--- src/rtl/vga_vram_arbiter.sv ---
`default_nettype none
// ============================================================================
//  Module   : vga_vram_arbiter
//  Purpose  : Shares the single-port character RAM between the VGA pixel
//             reader (absolute priority) and the RTC display writer, whose
//             writes are buffered in a small FIFO and drained in idle or
//             blanking cycles.
//  Revision : 1.0  initial release
// ============================================================================
module vga_vram_arbiter #(
    parameter int AW            = 12,
    parameter int DW            = 8,
    parameter int DEPTH         = 4,
    parameter int WR_BLANK_ONLY = 1
) (
    input  logic                     CLK,
    input  logic                     RESET_N,
    input  logic                     video_on,
    input  logic                     vblank,
    input  logic                     rd_req,
    input  logic [AW-1:0]            rd_addr,
    output logic                     rd_valid,
    output logic [DW-1:0]            rd_data,
    input  logic                     wr_req,
    input  logic [AW-1:0]            wr_addr,
    input  logic [DW-1:0]            wr_data,
    output logic                     wr_ready,
    output logic                     ram_en,
    output logic                     ram_we,
    output logic [AW-1:0]            ram_addr,
    output logic [DW-1:0]            ram_wdata,
    input  logic [DW-1:0]            ram_rdata,
    output logic [$clog2(DEPTH):0]   fifo_count,
    output logic                     ovf_err
);

    localparam int PW = $clog2(DEPTH);
    localparam int CW = PW + 1;
    localparam logic [CW-1:0] c_depth = CW'(DEPTH);

    localparam logic [1:0] c_st_idle = 2'd0;
    localparam logic [1:0] c_st_rd   = 2'd1;
    localparam logic [1:0] c_st_wr   = 2'd2;

    logic [1:0]    r_state;
    logic [1:0]    w_next_state;
    logic [AW-1:0] r_ram_addr;
    logic [DW-1:0] r_ram_wdata;
    logic          r_rd_valid;
    logic          r_ovf;
    logic [CW-1:0] r_count;
    logic [PW-1:0] r_wptr;
    logic [PW-1:0] r_rptr;
    logic [AW-1:0] r_fifo_addr [DEPTH];
    logic [DW-1:0] r_fifo_data [DEPTH];

    logic          w_window;
    logic          w_wr_ready;
    logic          w_push;
    logic          w_pop;
    logic          w_unused;

    // video_on is part of the display timing bundle but arbitration keys off
    // rd_req and vblank only.
    assign w_unused = video_on;

    // Write window: blanking-only or any cycle without a pixel read.
    generate
        if (WR_BLANK_ONLY != 0) begin : g_window_blank
            assign w_window = vblank;
        end else begin : g_window_open
            assign w_window = 1'b1;
        end
    endgenerate

    assign w_wr_ready = (r_count < c_depth);
    assign w_push     = wr_req && w_wr_ready;

    // Arbitration: pixel read first, then a FIFO pop inside the write window.
    // Uses the pre-push count so a fresh entry is never bypassed out.
    always_comb begin
        w_next_state = c_st_idle;
        w_pop        = 1'b0;
        if (rd_req) begin
            w_next_state = c_st_rd;
        end else if ((r_count != '0) && w_window) begin
            w_next_state = c_st_wr;
            w_pop        = 1'b1;
        end
    end

    // Grant register, RAM port address/data, read-valid pipeline, overflow flag.
    always_ff @(posedge CLK or negedge RESET_N) begin
        if (!RESET_N) begin
            r_state     <= c_st_idle;
            r_ram_addr  <= '0;
            r_ram_wdata <= '0;
            r_rd_valid  <= 1'b0;
            r_ovf       <= 1'b0;
        end else begin
            r_state    <= w_next_state;
            r_rd_valid <= (r_state == c_st_rd);
            if (w_next_state == c_st_rd) begin
                r_ram_addr <= rd_addr;
            end else if (w_next_state == c_st_wr) begin
                r_ram_addr  <= r_fifo_addr[r_rptr];
                r_ram_wdata <= r_fifo_data[r_rptr];
            end
            if (wr_req && !w_wr_ready) begin
                r_ovf <= 1'b1;
            end
        end
    end

    // FIFO pointers and occupancy; simultaneous push and pop leave the count.
    always_ff @(posedge CLK or negedge RESET_N) begin
        if (!RESET_N) begin
            r_count <= '0;
            r_wptr  <= '0;
            r_rptr  <= '0;
        end else begin
            if (w_push) begin
                r_wptr <= r_wptr + PW'(1);
            end
            if (w_pop) begin
                r_rptr <= r_rptr + PW'(1);
            end
            case ({w_push, w_pop})
                2'b10:   r_count <= r_count + CW'(1);
                2'b01:   r_count <= r_count - CW'(1);
                default: r_count <= r_count;
            endcase
        end
    end

    // FIFO storage; contents are meaningless while the count says empty.
    always_ff @(posedge CLK) begin
        if (w_push) begin
            r_fifo_addr[r_wptr] <= wr_addr;
            r_fifo_data[r_wptr] <= wr_data;
        end
    end

    assign ram_en     = (r_state != c_st_idle);
    assign ram_we     = (r_state == c_st_wr);
    assign ram_addr   = r_ram_addr;
    assign ram_wdata  = r_ram_wdata;
    assign rd_valid   = r_rd_valid;
    assign rd_data    = ram_rdata;
    assign wr_ready   = w_wr_ready;
    assign fifo_count = r_count;
    assign ovf_err    = r_ovf;

endmodule
`default_nettype wire

--- config.mk ---
export PLATFORM = sky130hd
export DESIGN_NAME = vga_vram_arbiter
export DESIGN_NICKNAME = d
export VERILOG_FILES = /design/src/rtl/vga_vram_arbiter.sv
export SDC_FILE = /design/constraint.sdc
export NUM_CORES = 1
export LEC_CHECK = 0
export BUFFER_PORTS_ARGS = -buffer_cell sky130_fd_sc_hd__buf_4
export CORE_MARGIN = 5
export CORE_UTILIZATION = 55
export CTS_CLUSTER_SIZE = 20
export DETAILED_ROUTE_END_ITERATION = 8
export PLACE_DENSITY = 0.77
export SETUP_SLACK_MARGIN = 0.5
export SYNTH_ARGS = -nofsm -noshare
export SYNTH_HDL_FRONTEND = slang
export SYNTH_SLANG_ARGS = --single-unit
--- constraint.sdc ---
create_clock -name CLK -period 5.1 [get_ports CLK]
set_input_delay 0.255 -clock CLK [delete_from_list [all_inputs] [get_ports CLK]]
set_output_delay 0.255 -clock CLK [all_outputs]
set_load 0.02 [all_outputs]
After elaboration in Yosys (flattened, before gate mapping):

Memories as Yosys holds them, arrays and structs flattened. A register that Yosys moved wholly into a read port is not among the register bits.
Index checks and enable logic that the tools add are counted.

* memory bits (read-only): 0
* flip-flop bits (word level): 23
* logic and storage cells: 40
* memory bits (writable): 80
* input bits: 46
* bits in latches: 0
* memories: 2

Memory list
* r_fifo_addr: words 4, bits a word 12, read ports 1, clocked after memory_dff 0, wr ports 1, line 54 `logic [AW-1:0] r_fifo_addr [DEPTH];`
* r_fifo_data: words 4, bits a word 8, read ports 1, clocked after memory_dff 1, wr ports 1, line 55 `logic [DW-1:0] r_fifo_data [DEPTH];`

* shift-type cells: 0
* bitwise gates (word level): 1
* magnitude comparators: 1
* multiply operators: 0
* equality and inequality tests: 6
* div/mod/pow operators: 0
* add/sub/neg operators: 4
* multiplexer cells: 9
* reduce and logical (&&, ||, !) cells: 10

Operator list (number)
* 2-to-1 mux 12 bit: 2
* equality test 2 x 1 -> 1 bit, second input constant: 3
* equality test 2 bit, second input constant: 3
* case mux 3 bit (2 select lines): 1
* nonzero test 2 bit: 3
* adder 2 x 1 -> 2 bit, second input constant: 2
* 2-to-1 mux 1 bit: 4
* 2-to-1 mux 2 bit: 2
* adder 3 x 1 -> 3 bit, second input constant: 1
* logical AND 1 bit: 3
* less-than comparator 3 bit, second input constant: 1
* nonzero test 3 bit: 1
* subtractor 3 x 1 -> 3 bit, second input constant: 1
* logical NOT 1 bit: 2
* AND reduction 2 bit: 1
* NOT 1 bit: 1

Logic depth before layout (Yosys ltp):

Gate-level depths: netlist of run 1.

* word-level depth: 7
* depth in mapped cells: 9
* gate-level depth less buffers: 8

Worst setup path after synthesis of run 1:

No wires, ideal clock.

* path type: reg2reg
* from: register r_count[0] (netlist: fifo_count[0])
* to: register r_count[2] (netlist: fifo_count[2])
* path buffers: 1
* slack: 3.010 ns
* required time: 5.020 ns
* arrival: 2.009 ns
* cell stages (with the launch flop): 10
* path through: dfrtp_1 -> o31ai_1 -> nor2_1 -> buf_2 -> ha_1 -> inv_1 -> fa_1 -> xor2_1 -> nor2_1 -> xnor2_1

* cells in the longest elaborated chain, start to end: 6

Ends and longest elaborated chain
* from (decl): line 51 `logic [CW-1:0] r_count;`
* from (signal assigned): line 129 `2'b10: r_count <= r_count + CW'(1);`
* from (signal assigned): line 130 `2'b01: r_count <= r_count - CW'(1);`
* from (signal assigned): line 131 `default: r_count <= r_count;`
* nonzero test 3 bit *: line 86 `end else if ((r_count != '0) && w_window) begin`
* logical AND 1 bit *: line 86
* 2-to-1 mux 1 bit *: line 86
* 2-to-1 mux 1 bit *: line 84 `if (rd_req) begin`
* via w_pop: line 60 `logic w_pop;`
* equality test 2 x 1 -> 1 bit or equality test 2 bit (tied branches): line 128 `case ({w_push, w_pop})`
* case mux 3 bit (2 select lines) or nonzero test 2 bit (tied branches)

The timed path passes the listed nets; every way through them passes the cells marked *.
A chain may end at the register's enable or synchronous reset.

Worst setup path in the final report of run 1:

* from: register r_count[2] (netlist: fifo_count[2])
* to: memory r_fifo_addr[0][2] (enable)

* cells in the longest elaborated chain, start to end: 4

Ends and longest elaborated chain
* less-than comparator 3 bit: line 76 `assign w_wr_ready = (r_count < c_depth);`
* logical AND 1 bit: line 77 `assign w_push = wr_req && w_wr_ready;`
* 2-to-1 mux 1 bit: line 138 `if (w_push) begin`
* 2-to-1 mux 1 bit (implied by the code): line 139 `r_fifo_addr[r_wptr] <= wr_addr;`
* to (decl): line 54

No other way between the ends.

==> results of run 1 <==
## registers in the layout (all words and copies together) (netlist names)
| signal | cells |
|---|---|
| r_fifo_addr | 48 |
| rd_valid | 1 |
| ram_wdata | 8 |
| fifo_count | 3 |
| r_rptr | 2 |
| ram_addr | 12 |
| r_fifo_data | 32 |
| ovf_err | 1 |
| r_wptr | 2 |
| r_state | 2 |
## path summary, 6_finish.rpt
check                                    from           endpoint  slack, ps  depth (start not counted)
worst max-delay path            fifo_count[2]  r_fifo_addr[0][2]       2920                          2
worst min-delay path               wr_addr[9]  r_fifo_addr[3][9]         90                          1
worst max register to register  fifo_count[2]  r_fifo_addr[0][2]       2920                          2
worst min register to register     r_state[1]           rd_valid        440                          1
max in group asynchronous             RESET_N      fifo_count[1]       4420                          2
min in group asynchronous             RESET_N       ram_wdata[0]        370                          2
## worst max-delay path: cells and delay by family, from the launching register on
family        cells  cell delay (ps)
flops             1              430
simple gates      2             1350
## logic make-up (layout without fill, tap and decap cells)
family	count (synthesis)	after routing	synth area share
flops	111	111	0.7405
mux	28	28	0.1268
simple gates	26	26	0.03586
buf+inv	24	90	0.03148
compound gates	16	16	0.03382
fa+ha+maj	6	6	0.01924
xor+xnor	6	6	0.01225
## cell usage in the layout (no fill, tap or decap)
| cell | count |
|---|---|
| o21ai_0 | 2 |
| fa_1 | 1 |
| and2_1 | 16 |
| nor2b_1 | 4 |
| a221o_1 | 12 |
| nor3b_1 | 1 |
| mux4_2 | 19 |
| nor2_1 | 1 |
| or2_2 | 1 |
| xor2_1 | 3 |
| clkinvlp_4 | 2 |
| ha_1 | 5 |
| buf_4 | 66 |
| nor2_2 | 1 |
| clkbuf_1 | 1 |
| inv_1 | 7 |
| a21o_1 | 1 |
| xnor2_1 | 3 |
| mux2_2 | 8 |
| edfxtp_1 | 80 |
| o31ai_1 | 1 |
| bufinv_16 | 3 |
| nand2_1 | 2 |
| mux4_1 | 1 |
| dfrtp_1 | 31 |
| clkbuf_8 | 10 |
| dlygate4sd3_1 | 1 |
## power by group through the flow
stage	combinational (mW)	sequential [mW]	clock, mW
after floorplan	0.452	1.33	0
after global placement	0.712	1.31	0
after detailed placement	0.727	1.31	0
after CTS	0.727	1.29	0.628
after global routing	0.776	1.32	0.666
final	0.712	1.29	0.619
## layer usage
| metal | share of wire | up-vias |
|---|---|---|
| li1 | - | 953 |
| met4 | 0.020 | 0 |
| met1 | 0.44 | 1060 |
| met3 | 0.053 | 11 |
| met5 | 0 | - |
| met2 | 0.49 | 50 |
## final cells by class
| type | count | area, µm² |
|---|---|---|
| Sequential cell | 111 | 3178 |
| Fill cell | 528 | 2582 |
| Multi-Input combinational cell | 82 | 980.9 |
| Timing Repair Buffer | 67 | 505.5 |
| Clock buffer | 11 | 141.4 |
| Tap cell | 102 | 127.6 |
| Clock inverter | 5 | 105.1 |
| Inverter | 7 | 26.28 |
==> flow_summary_export.csv, run 1 <==
group,metric,value,unit
worst_setup_path,critPathArrivalTime,2160,ps
global_routing,met2_usage,0.2559,
synth,synth_edf_count,80,
pwr,cellPowerDensity,517.2,nW/µm²
pwr,leakage,1.899,nW
clocking,ctsHoldBuffers,1,
final_layout,drive_gt1_frac,0.3887,
timing,post-route-min-period,2181,ps
drt,wl_per_cell,19.01,µm
pwr,swShare,0.2864,
pwr,p_sw,0.7503,mW
timing,finalMaxSlewViolations,0,
timing,max-slew-margin-rel,0.2651,
worst_setup_path,crit_slowest_cell,"and2_1",
drt,vias,2074,
pwr,power,2.620,mW
floorplan,core,7647,µm²
timing,tightest_slew,1102,ps
timing,finalHoldViolCount,0,
clocking,cts_htree_levels,3,
clocking,insertion_delay,360,ps
synth,seq_area_frac_synth,0.7405,
timing,hold_ws,90.73,ps
floorplan,die_area,9670,µm²
pwr,ir_drop,0.0002444,V
outcome,status,"finished, final reports clean",
final_layout,postLayoutCellArea,5065,µm²
floorplan,io_pins,82,
clocking,clk_path_buf_depth,2,
timing,setup_ws,2919,ps
drt,remaining_drc_errors,0,
drt,viasPerCell,5.387,
global_routing,grt_util_met3,0.04286,
min_path,min_path_type,"input port to flop",
synth,synth_largest_area_cell,"edfxtp_1",
synth,syn_nets,269,
global_routing,grt_pass1_wl,11960,µm
placed_design,dp.cells,368,
floorplan,num_rows,32,
placed_design,routabilityCongestion,0.6917,
worst_setup_path,path_cells,"nor2b_1 > and2_1",
synth,postSynthCellCount,217,
placed_design,pre_cts_ws,2904,ps
clocking,numCtsBuffers,9,
pwr,power_frac_clock,0.236,
final_layout,syn2layout_area_growth,18.02,%
worst_setup_path,critical_path_peak_fanout,20,
worst_setup_path,end_kind,"flop",
synth,postSynthAreaPerCell,19.78,µm²
synth,synth_ff_type,"edfxtp_1",
synth,synth_area,4292,µm²
final_layout,n_antenna_cell,0,
drt,ant_nets,0,
worst_setup_path,worstSetupPathType,"flop to flop",
synth,synthTopCellsByArea,"edfxtp_1, dfrtp_1, mux4_2, a221o_1, and2_1",
synth,ys_ff_latch,111,
timing,fmax,0.4584,GHz
pwr,sequentialPowerShare,0.492,
synth,yosysMostFrequentCell,"edfxtp_1",
global_routing,grt.busiest_layer,"met2",
placed_design,dp_hpwl,4512,µm
synth,synth_warnings,0,
timing,setup_viol,0,
worst_setup_path,crit_required,5080,ps
global_routing,use_met1,0.2208,
synth,ys_async_sr_fraction,0.2793,
global_routing,grt.overflow.total,0,
floorplan,start_util,0.5612,
global_routing,grt_antenna_before_repair,0,
global_routing,grt_pass1_vias,2213,
final_layout,layout.nets,330,
final_layout,final_core_util,0.6623,
synth,ys_types,24,
pwr,p_comb_frac,0.272,
clocking,root_buffer,"clkbuf_8",
timing,fin_crit_sh,0.4277,
pwr,intPower,1.869,mW
clocking,clkTransAtPathRegs,100,ps
synth,netlist.area_leader.share,0.5598,
floorplan,fp.dieW,98.34,µm
placed_design,port_buffers,64,
drt,routed_wl,7320,µm
timing,final.setup.tns,0,ps
run,cap_violations,0,
placed_design,placed_cell_area,4808,µm²
clocking,cts_sinks,111,
timing,fin_skew,9.908,ps
global_routing,grt_max_degree,32,
floorplan,die_h,98.34,µm
global_routing,grt_util_all_layers,0.1642,
worst_setup_path,critical-path-max-stage-delay,930,ps
drt,dr.pass1.iters,4,
synth,yosys-top-cells-count,"edfxtp_1, dfrtp_1, mux4_2",
timing,rsz0062_at_grt,"no",
drt,drt_iter0_markers,109,
worst_setup_path,startpoint_type,"flop",
clocking,cts_tree,"done",
final_layout,final_cells,385,
clocking,ctsResizeCount,0,
clocking,postCtsSetupRepairBufs,0,
Power figures use the tool's default switching activity.
==> inputs of run 2 (changes only) <==
- ABC_AREA: unset -> 1
- clock period: 5.1 -> 2.1 ns (I/O delays scaled with it)
==> run 2 against run 1 <==
- via count increased by 55%
- flip-flop and latch count did not move
- sequential power grew 140%
- area after synthesis increased by 9.5%
- global-route usage is 2.3 points higher
- clock skew grew 5.5 ps
- wire length increased by 33%
- maximum frequency up 33%
- critical path depth increased by 8
- sequential share of layout area decreased by 7.9 points
- core utilization grew 4.1 points
- clock power rose by 97%
==> flow_summary_export.csv, run 2 <==
group,metric,value,unit
final_layout,final_core_util,0.7032,
final_layout,layout.nets,563,
synth,postSynthAreaPerCell,11.08,µm²
pwr,leakage,2.436,nW
worst_setup_path,r2r_slack,460,ps
synth,ys_async_sr_fraction,0.2793,
clocking,root_buffer,"clkbuf_8",
worst_setup_path,critical_path_peak_fanout,3,
synth,netlist.area_leader.share,0.5112,
timing,max-slew-margin-rel,0.6848,
clocking,numCtsBuffers,9,
synth,synth_largest_area_cell,"edfxtp_1",
global_routing,grt_util_all_layers,0.1870,
final_layout,drive_gt1_frac,0.2500,
synth,seq_area_frac_synth,0.6763,
global_routing,grt_max_degree,49,
timing,tightest_slew,472.8,ps
worst_setup_path,crit_top_cell,"inv_4",
floorplan,core,8258,µm²
worst_setup_path,crit_buf_inv,3,
timing,finalHoldViolCount,0,
floorplan,num_rows,33,
synth,synth_top_family_by_area,"simple AND/OR/NAND/NOR gates",
drt,dr.pass1.iters,4,
synth,synth_ff_type,"edfxtp_1",
global_routing,grt_pass1_wl,14880,µm
synth,yosysMostFrequentCell,"nand2_1",
worst_setup_path,critPathArrivalTime,1900,ps
synth,yosys-top-cells-count,"nand2_1, edfxtp_1, nor2_1",
synth,synth_compound_area_frac,0.04313,
floorplan,fp.dieW,102.4,µm
synth,synth_area,4700,µm²
synth,synth_warnings,0,
timing,finalMaxSlewViolations,0,
timing,fin_crit_sh,0.7795,
timing,rsz0062_at_grt,"yes",
clocking,cts_tree,"done",
global_routing,grt.overflow.total,0,
drt,remaining_drc_errors,0,
worst_setup_path,path_cells,"inv_4 > nand2_4 > nand3_4 > inv_8 > ha_4 > inv_4 > fa_2 > a21oi_2 > o21ai_1 > xor2_1",
floorplan,io_pins,82,
clocking,insertion_delay,370,ps
worst_setup_path,crit_family,"adder cells",
timing,fin_skew,15.38,ps
worst_setup_path,worstSetupPathType,"flop to flop",
final_layout,final_cell_mix,"nand2_1, edfxtp_1, buf_4",
final_layout,syn2layout_area_growth,23.56,%
timing,fmax,0.6109,GHz
min_path,worstHoldStart,"rd_addr[4]",
timing,setup_viol,0,
drt,viasPerCell,5.174,
min_path,min_path_type,"input port to flop",
run,cap_violations,0,
clocking,cts_htree_levels,3,
final_layout,layout_commonest_cell,"nand2_1",
final_layout,largest-register,"r_fifo_addr",
final_layout,n_antenna_cell,0,
final_layout,fill_cells,574,
placed_design,dp.cells,572,
timing,final.setup.tns,0,ps
clocking,clkTransAtPathRegs,110,ps
worst_setup_path,crit_start,"fifo_count[1]",
drt,vias,3213,
floorplan,start_util,0.5691,
worst_setup_path,crit_required,2360,ps
drt,drt_iter0_markers,168,
placed_design,dp_hpwl,5586,µm
global_routing,grt_antenna_before_repair,0,
worst_setup_path,r2r-start,"fifo_count[1]",
placed_design,port_buffers,64,
worst_setup_path,crit_slowest_cell,"dfrtp_2",
drt,wl_per_cell,15.68,µm
pwr,cellPowerDensity,1209,nW/µm²
drt,ant_nets,0,
clocking,clk_path_buf_depth,2,
floorplan,die_area,10490,µm²
synth,syn_nets,476,
drt,routed_wl,9738,µm
synth,synthTopCellsByArea,"edfxtp_1, dfrtp_1, nand2_1, nor2_1, nand3_1",
synth,synth.area.mux_share,0,
synth,synth_edf_count,80,
synth,postSynthCellCount,424,
worst_setup_path,startpoint_type,"flop",
floorplan,die_h,102.4,µm
outcome,status,"finished, final reports clean",
final_layout,final_cells,621,
global_routing,grt_pass1_vias,3018,
synth,synth_xor_area_frac,0.007455,
synth,ys_types,24,
timing,post-route-min-period,1637,ps
final_layout,largest_reg_flops,48,
synth,synth-simple-area-share,0.1944,
clocking,cts_sinks,111,
placed_design,routabilityCongestion,0.7168,
worst_setup_path,end_kind,"flop",
synth,synth-adder-area-share,0.01757,
worst_setup_path,critical-path-max-stage-delay,420,ps
synth,ys_ff_latch,111,
pwr,ir_drop,0.0006244,V
-- run 2: cell types whose count changed after synthesis, sizes merged, moves of 12 or more --
| cell | change |
|---|---|
| a21oi | +14 |
| a221o | -12 |
| and2 | -16 |
| buf | +16 |
| mux4 | -20 |
| nand2 | +132 |
| nand3 | +38 |
| nor2 | +50 |
| o21ai | +17 |
-- run 2: power breakdown --
group          leakage, nW  total [mW]  switching, mW  internal (mW)
Clock               0.0945        1.22          0.757          0.460
Combinational         1.25        2.72           1.67           1.05
Sequential            1.09        3.09          0.272           2.81
-- run 2: final timing paths --
check                                      to  depth (start not counted)
worst max-delay path            fifo_count[2]                         10
worst min-delay path              ram_addr[4]                          5
worst max register to register  fifo_count[2]                         10
worst min register to register       rd_valid                          1
max in group asynchronous       fifo_count[0]                          2
min in group asynchronous        ram_wdata[2]                          2
-- run 2: what timing repair did --
action | in CTS | in global routing
gates resized for setup | 3 | 19
cloned | 0 | 3
setup buffers | 5 | 2
pin swaps | 3 | 3
setup endpoints to repair | 22 | 90
endpoints found under the hold margin | 113 | 0
hold buffers | 23 | 0
-- run 2: cell families after synthesis --
| logic type | count (synthesis) |
|---|---|
| compound gates | 34 |
| simple gates | 224 |
| fa+ha+maj | 6 |
| buf+inv | 45 |
| xor+xnor | 4 |
| flops | 111 |
-- run 2: final cells by class --
cell class                 instances  area, µm²  share of cell area
timing repair buffer             105      934.6              0.1610
tap                              105      131.4             0.02262
sequential                       111       3186              0.5486
clock inverter                     7      61.31             0.01056
inverter                          16      80.08             0.01379
clock buffer                       9      123.9             0.02133
multi-input combinational        268       1290              0.2222
-- run 2: metal layers --
metal / GRT usage / vias to the layer above / share of wire / routed length (µm)
met3: 0.02730 / 15 / 0.077 / 745
met1: 0.2506 / 1515 / 0.41 / 4017
met4: 0.05651 / 0 / 0.013 / 128
met5: 0 / - / 0 / 0
li1: - / 1572 / - / -
met2: 0.3178 / 111 / 0.50 / 4846
-- run 2: per-stage QoR --
stage	setup slack, ps	hold slack (ps)	total power, mW	instance area (µm²)
2_1_floorplan	368.7	-190.6	4.905	4751
3_3_place_gp	338.7	63.74	5.470	5197
3_5_place_dp	310.6	72.39	5.577	5197
4_1_cts	414.7	51.49	6.879	5657
5_1_grt	371.1	73.06	7.465	5807
6_report	463.0	62.14	7.023	5807
-- run 2: tightest hold or removal path, cell delays in order --
cell	delay [ps]
buf_4	80
nor2_1	40
a21oi_2	90
nand2_1	50
nand2_1	40
